### src/rtl/ether2usb_pkg.sv
// Shared types and limits for the Ethernet-to-USB frame reader.
package ether2usb_pkg;

    localparam int MAX_FRAME = 1500;
    localparam int LEN_W     = 11;

    typedef logic [LEN_W-1:0] len_t;

    typedef enum logic [3:0] {
        IDLE,
        WAIT_TOKEN,
        PKT_START,
        FETCH,
        LATCH,
        SEND,
        SEND_ZLP,
        WAIT_HS,
        DISCARD
    } state_t;

endpackage

### src/rtl/ether2usb_reader_cnt.sv
// Frame bookkeeping: bytes left in the frame, bytes sent in the packet,
// and consecutive replays of the current packet.
module ether2usb_reader_cnt
    import ether2usb_pkg::*;
#(
    parameter int MAX_RETRY = 3,
    parameter int RETRY_W   = $clog2(MAX_RETRY + 1)
) (
    input  logic               clk,
    input  logic               n_rst,
    input  logic               rem_load_i,
    input  logic [LEN_W-1:0]   rem_val_i,
    input  logic               rem_sub_i,
    input  logic [LEN_W-1:0]   sub_val_i,
    input  logic               byte_inc_i,
    input  logic               byte_clr_i,
    input  logic               retry_inc_i,
    input  logic               retry_clr_i,
    output logic [LEN_W-1:0]   remaining_o,
    output logic [LEN_W-1:0]   byte_cnt_o,
    output logic [RETRY_W-1:0] retry_cnt_o
);

    len_t               rem_q, rem_d;
    len_t               byte_q, byte_d;
    logic [RETRY_W-1:0] retry_q, retry_d;

    always_comb begin
        rem_d   = rem_q;
        byte_d  = byte_q;
        retry_d = retry_q;
        if (rem_load_i) begin
            rem_d = rem_val_i;
        end else if (rem_sub_i) begin
            rem_d = rem_q - sub_val_i;
        end
        if (byte_clr_i) begin
            byte_d = '0;
        end else if (byte_inc_i) begin
            byte_d = byte_q + LEN_W'(1);
        end
        if (retry_clr_i) begin
            retry_d = '0;
        end else if (retry_inc_i) begin
            retry_d = retry_q + RETRY_W'(1);
        end
    end

    always_ff @(posedge clk or negedge n_rst) begin
        if (!n_rst) begin
            rem_q   <= '0;
            byte_q  <= '0;
            retry_q <= '0;
        end else begin
            rem_q   <= rem_d;
            byte_q  <= byte_d;
            retry_q <= retry_d;
        end
    end

    assign remaining_o = rem_q;
    assign byte_cnt_o  = byte_q;
    assign retry_cnt_o = retry_q;

endmodule

### src/rtl/ether2usb_reader.sv
// Drains one buffered Ethernet frame from the FIFO into USB bulk-IN packets,
// replaying unacknowledged packets through the FIFO read checkpoint.
module ether2usb_reader
    import ether2usb_pkg::*;
#(
    parameter int MAX_PKT   = 64,
    parameter int MAX_RETRY = 3
) (
    input  logic        clk,
    input  logic        n_rst,
    input  logic        frame_ready,
    input  logic [10:0] frame_len,
    input  logic        fifo_empty,
    input  logic [7:0]  read_data,
    output logic        read_enable,
    output logic        read_start,
    output logic        read_error,
    input  logic        in_token,
    output logic [7:0]  tx_data,
    output logic        tx_valid,
    input  logic        tx_ready,
    output logic        tx_last,
    input  logic        host_ack,
    input  logic        host_timeout,
    output logic        busy,
    output logic        frame_done,
    output logic        frame_drop
);

    localparam int   RW      = $clog2(MAX_RETRY + 1);
    localparam len_t PKT_L   = len_t'(MAX_PKT);
    localparam len_t FRAME_L = len_t'(MAX_FRAME);

    state_t     state_q, state_d;
    len_t       pkt_len_q, pkt_len_d;
    logic [7:0] data_q, data_d;

    logic       rem_load, rem_sub;
    logic       byte_inc, byte_clr;
    logic       retry_inc, retry_clr;
    len_t       remaining, byte_cnt;
    logic [RW-1:0] retry_cnt;

    len_t rem_after;
    logic last_byte;

    assign rem_after = remaining - pkt_len_q;
    assign last_byte = (byte_cnt == pkt_len_q - len_t'(1));

    ether2usb_reader_cnt #(
        .MAX_RETRY (MAX_RETRY),
        .RETRY_W   (RW)
    ) u_cnt (
        .clk         (clk),
        .n_rst       (n_rst),
        .rem_load_i  (rem_load),
        .rem_val_i   (frame_len),
        .rem_sub_i   (rem_sub),
        .sub_val_i   (pkt_len_q),
        .byte_inc_i  (byte_inc),
        .byte_clr_i  (byte_clr),
        .retry_inc_i (retry_inc),
        .retry_clr_i (retry_clr),
        .remaining_o (remaining),
        .byte_cnt_o  (byte_cnt),
        .retry_cnt_o (retry_cnt)
    );

    always_ff @(posedge clk or negedge n_rst) begin
        if (!n_rst) begin
            state_q   <= IDLE;
            pkt_len_q <= '0;
            data_q    <= '0;
        end else begin
            state_q   <= state_d;
            pkt_len_q <= pkt_len_d;
            data_q    <= data_d;
        end
    end

    always_comb begin
        state_d     = state_q;
        pkt_len_d   = pkt_len_q;
        data_d      = data_q;
        rem_load    = 1'b0;
        rem_sub     = 1'b0;
        byte_inc    = 1'b0;
        byte_clr    = 1'b0;
        retry_inc   = 1'b0;
        retry_clr   = 1'b0;
        read_enable = 1'b0;
        read_start  = 1'b0;
        read_error  = 1'b0;
        tx_data     = '0;
        tx_valid    = 1'b0;
        tx_last     = 1'b0;
        frame_done  = 1'b0;
        frame_drop  = 1'b0;
        unique case (state_q)
            IDLE: begin
                if (frame_ready) begin
                    if (frame_len != '0 && frame_len <= FRAME_L) begin
                        rem_load  = 1'b1;
                        retry_clr = 1'b1;
                        state_d   = WAIT_TOKEN;
                    end else begin
                        frame_drop = 1'b1;
                    end
                end
            end
            WAIT_TOKEN: begin
                if (in_token) begin
                    state_d = PKT_START;
                end
            end
            PKT_START: begin
                read_start = 1'b1;
                byte_clr   = 1'b1;
                pkt_len_d  = (remaining > PKT_L) ? PKT_L : remaining;
                state_d    = (remaining == '0) ? SEND_ZLP : FETCH;
            end
            FETCH: begin
                if (!fifo_empty) begin
                    read_enable = 1'b1;
                    state_d     = LATCH;
                end
            end
            LATCH: begin
                data_d  = read_data;
                state_d = SEND;
            end
            SEND: begin
                tx_valid = 1'b1;
                tx_data  = data_q;
                tx_last  = last_byte;
                if (tx_ready) begin
                    byte_inc = 1'b1;
                    state_d  = last_byte ? WAIT_HS : FETCH;
                end
            end
            SEND_ZLP: begin
                tx_valid = 1'b1;
                tx_last  = 1'b1;
                if (tx_ready) begin
                    state_d = WAIT_HS;
                end
            end
            WAIT_HS: begin
                if (host_ack) begin
                    rem_sub   = 1'b1;
                    retry_clr = 1'b1;
                    // a full-size final packet still owes the host a ZLP
                    if (rem_after == '0 && pkt_len_q != PKT_L) begin
                        frame_done = 1'b1;
                        state_d    = IDLE;
                    end else begin
                        state_d = WAIT_TOKEN;
                    end
                end else if (host_timeout) begin
                    byte_clr = 1'b1;
                    if (retry_cnt == RW'(MAX_RETRY)) begin
                        state_d = DISCARD;
                    end else begin
                        read_error = 1'b1;
                        retry_inc  = 1'b1;
                        state_d    = WAIT_TOKEN;
                    end
                end
            end
            DISCARD: begin
                if (byte_cnt == remaining) begin
                    frame_drop = 1'b1;
                    state_d    = IDLE;
                end else if (!fifo_empty) begin
                    read_enable = 1'b1;
                    byte_inc    = 1'b1;
                end
            end
            default: begin
                state_d = IDLE;
            end
        endcase
    end

    assign busy = (state_q != IDLE);

endmodule

### config.mk
export PLATFORM = sky130hd
export DESIGN_NAME = ether2usb_reader
export DESIGN_NICKNAME = d
export VERILOG_FILES = /design/src/rtl/ether2usb_pkg.sv /design/src/rtl/ether2usb_reader_cnt.sv /design/src/rtl/ether2usb_reader.sv
export SDC_FILE = /design/constraint.sdc
export NUM_CORES = 1
export LEC_CHECK = 0
export BUFFER_PORTS_ARGS = -buffer_cell sky130_fd_sc_hd__buf_2
export CAP_MARGIN = 20
export CORE_MARGIN = 2
export CORE_UTILIZATION = 50
export DETAILED_ROUTE_END_ITERATION = 10
export PLACE_DENSITY = 0.81
export SLEW_MARGIN = 0
export SYNTH_ARGS = -nofsm -noshare
export SYNTH_HDL_FRONTEND = slang
export SYNTH_SLANG_ARGS = --single-unit
### constraint.sdc
create_clock -name clk -period 6.2 [get_ports clk]
set_input_delay 0.31 -clock clk [delete_from_list [all_inputs] [get_ports clk]]
set_output_delay 0.31 -clock clk [all_outputs]
set_load 0.01 [all_outputs]
==> out/qor.csv <==
stage;metric;value;unit
critical_path;cp_max_fo;5;
critical_path;crit_type;reg -> out;
synth;synthArstFlopShare;100.0;%
place;gp_congestion;0.9302;
routing;drtIter0Drc;197;
floorplan;die_area;7831;um2
routing;routedWlPerCell;16.82;um
hold_path;hp-class;in -> reg;
critical_path;r2r_cells;8;
place;dp_hpwl;7018;um
synth;syn_nets;455;
floorplan;io_pins;43;
global_routing;grt_usage;24.55;%
layout;design_area;3940;um2
run_status;status;finished clean;
synth;netlist_instances;413;
sta;setup_viol;0;
place;port_buffers;42;
synth;yosysTopAreaCellShare;32.95;%
cts;cts_htree_levels;2;
critical_path;setup.worst_path.start;u_cnt.remaining_o[0];
synth;synth_cell_type_count;66;
synth;synth.largest_area_cell;dfrtp_1;
sta;fmax;0.2783;GHz
sta;hold_viol;0;
floorplan;rows;30;
sta;clock_skew;6.871;ps
place;placed_area;3829;um2
layout;n_antenna_cell;0;
flow_run;max_cap_violations;0;
sta;tns;0;ps
global_routing;grt-ovfl-total;0;
sta;worstMarginPinSlew;998.7;ps
synth;synth_edf_count;0;
critical_path;timing.rr.end;state_q[0];
synth;yosysWarningCount;0;
synth;ys_ff_latch;47;
cts;clockRootBuffer;clkbuf_8;
power;p_leak;1.751;nW
critical_path;end_kind;output pin;
critical_path;rrSetupSlack;3300;ps
routing;num_vias;3295;
global_routing;grt_max_degree;48;
layout;syn2layout_area_growth;10.38;%
power;ir_worst_vdd;0.2989;mV
floorplan;die_x;88.50;um
floorplan;fp.dieH;88.50;um
critical_path;cp-endpoint;frame_done;
sta;layout_min_cycle_time;3593;ps
critical_path;start_kind;register;
cts;clock-sinks;47;
critical_path;cp.arrival;3280;ps
sta;rsz0062_at_grt;false;
synth;yosys_most_used_dff;dfrtp_1;
sta;slew_headroom;32.91;%
routing;vias_per_cell;6.046;
cts;ctsLongestPathBuffers;2;
routing;antenna_left;0;
critical_path;critical_path_required;5890;ps
global_routing;antenna_found_initial;0;
cts;cts_tree;built;
cts;cts_buffers;5;
cts;clk-insertion-delay-late;310;ps
cts;clkTransAtPathRegs;90;ps
synth;synthTopCellsByArea;dfrtp_1 33%, xnor2_1 5.6%, ha_1 4.9%;
power;powerDensity;480.9;nW/um2
routing;routed_wl;9168;um
layout;drive_gt1_share;16.26;%
sta;period_share;57.95;%
synth;yosysSeqAreaShare;32.95;%
global_routing;grt_pass1_wl;14790;um
critical_path;r2r-start;pkt_len_q[6];
global_routing;grt_pass1_vias;3029;
synth;syn_area;3570;um2
layout;nNetsFinal;490;
floorplan;start_util;51.97;%
cts;cts_setup_buffers;0;
routing;detail_route.first_pass.iterations;5;
sta;final_max_slew_viol_count;0;
floorplan;fp.coreArea;6869;um2
synth;syn_area_per_cell;8.643;um2
routing;drc;0;
==> sequential cells by signal, summed over array words and instances (netlist names) <==
signal,cells
pkt_len_q,11
u_cnt.byte_cnt_o,11
u_cnt.remaining_o,11
data_q,8
state_q,4
u_cnt.retry_cnt_o,2
==> Yosys cell counts, drive strengths merged (5+ instances only) <==
library cell and n:
a211oi 5, a21o 6, a21oi 21, a22oi 7
and2 11, buf 7, clkbuf 10, dfrtp 47
ha 14, inv 21, mux2 9, nand2 33
nand2b 6, nand3 6, nand4 7, nor2 39
nor3 13, nor4 5, o21a 5, o21ai 26
o31ai 7, or3 6, or4 6, xnor2 23
xor2 12
==> placed cells by master, fill, tap and decap left out, drive strengths merged, types with 5 or more instances in the layout <==
cell    instances
dfrtp          47
buf            44
nor2           39
nand2          33
o21ai          26
xnor2          23
inv            21
a21oi          21
ha             14
nor3           13
xor2           12
and2           11
mux2            9
a22oi           7
nand4           7
o31ai           7
clkbuf          7
nand2b          6
or3             6
nand3           6
a21o            6
or4             6
o21a            5
nor4            5
a211oi          5
==> where the power goes <==
| group | leakage, nW | switching [W] | internal (W) |
|---|---|---|---|
| sequential | 0.615 | 0.000145 | 0.000396 |
| combinational | 1.09 | 0.000663 | 0.000508 |
| clock | 0.0422 | 0.000103 | 0.0000793 |
==> worst max-delay path: stages, from the launching register on <==
cell      delay, ps
dfrtp_1         440
inv_1            80
ha_1            180
inv_1            60
fa_1            390
a21o_1          210
a221oi_4        360
mux2i_1         140
or4_1           570
a211oi_2        200
and4b_1         210
buf_2           130
==> metrics by stage <==
stage	total power (W)	cells	hold WS, ps	setup slack, ps	util [%]
2_1_floorplan	0.001402	413	14.41	3265	-
3_3_place_gp	0.001652	535	479.7	3112	55.74
3_5_place_dp	0.001687	535	487.1	2997	55.74
4_1_cts	0.001872	543	226.4	2662	56.92
5_1_grt	0.002040	545	235.6	2489	57.36
6_report	0.001895	545	236.4	2607	57.36
==> what timing repair did <==
action | in CTS | in global routing
gates resized for setup | 0 | 0
hold buffers | 0 | 1
endpoints found under the hold margin | 0 | 9
==> logic make-up after synthesis <==
kind of cell | synth area share [%]
and+or+nand+nor | 24.26
buffers and inverters | 4.416
AOI/OAI and AO/OA | 20.36
xor gates and xnor gates | 8.587
muxes | 3.961
DFF | 32.95
adders and majority gates | 5.468
==> cell type report <==
cell class	instances	area, um2
multi-input cells	328	2236
clock inverters	1	5.005
fillers	629	2929
flip-flops and latches	47	1176
clock buffers	7	76.32
inverters	21	78.83
repair buffers	45	247.7
well taps	96	120.1
==> worst min-delay path by stage <==
| stage | end | cells past startpoint | start |
|---|---|---|---|
| after global placement | data_q[3] | 1 | data_q[3] |
| final | data_q[2] | 2 | read_data[2] |
| after global routing | data_q[3] | 2 | read_data[3] |
| after CTS | pkt_len_q[5] | 1 | n_rst |
| after detailed placement | data_q[4] | 1 | data_q[4] |
| after floorplan | data_q[0] | 0 | n_rst |
==> metal layers <==
metal	wire length, um	share of wire [%]	GRT usage [%]
met4	431	4.7	11.85
met5	0	0	0
met2	4138	45	38.62
met3	676	7.4	4.291
met1	3922	43	32.83
No activity file was read; power rests on OpenSTA's default activity.
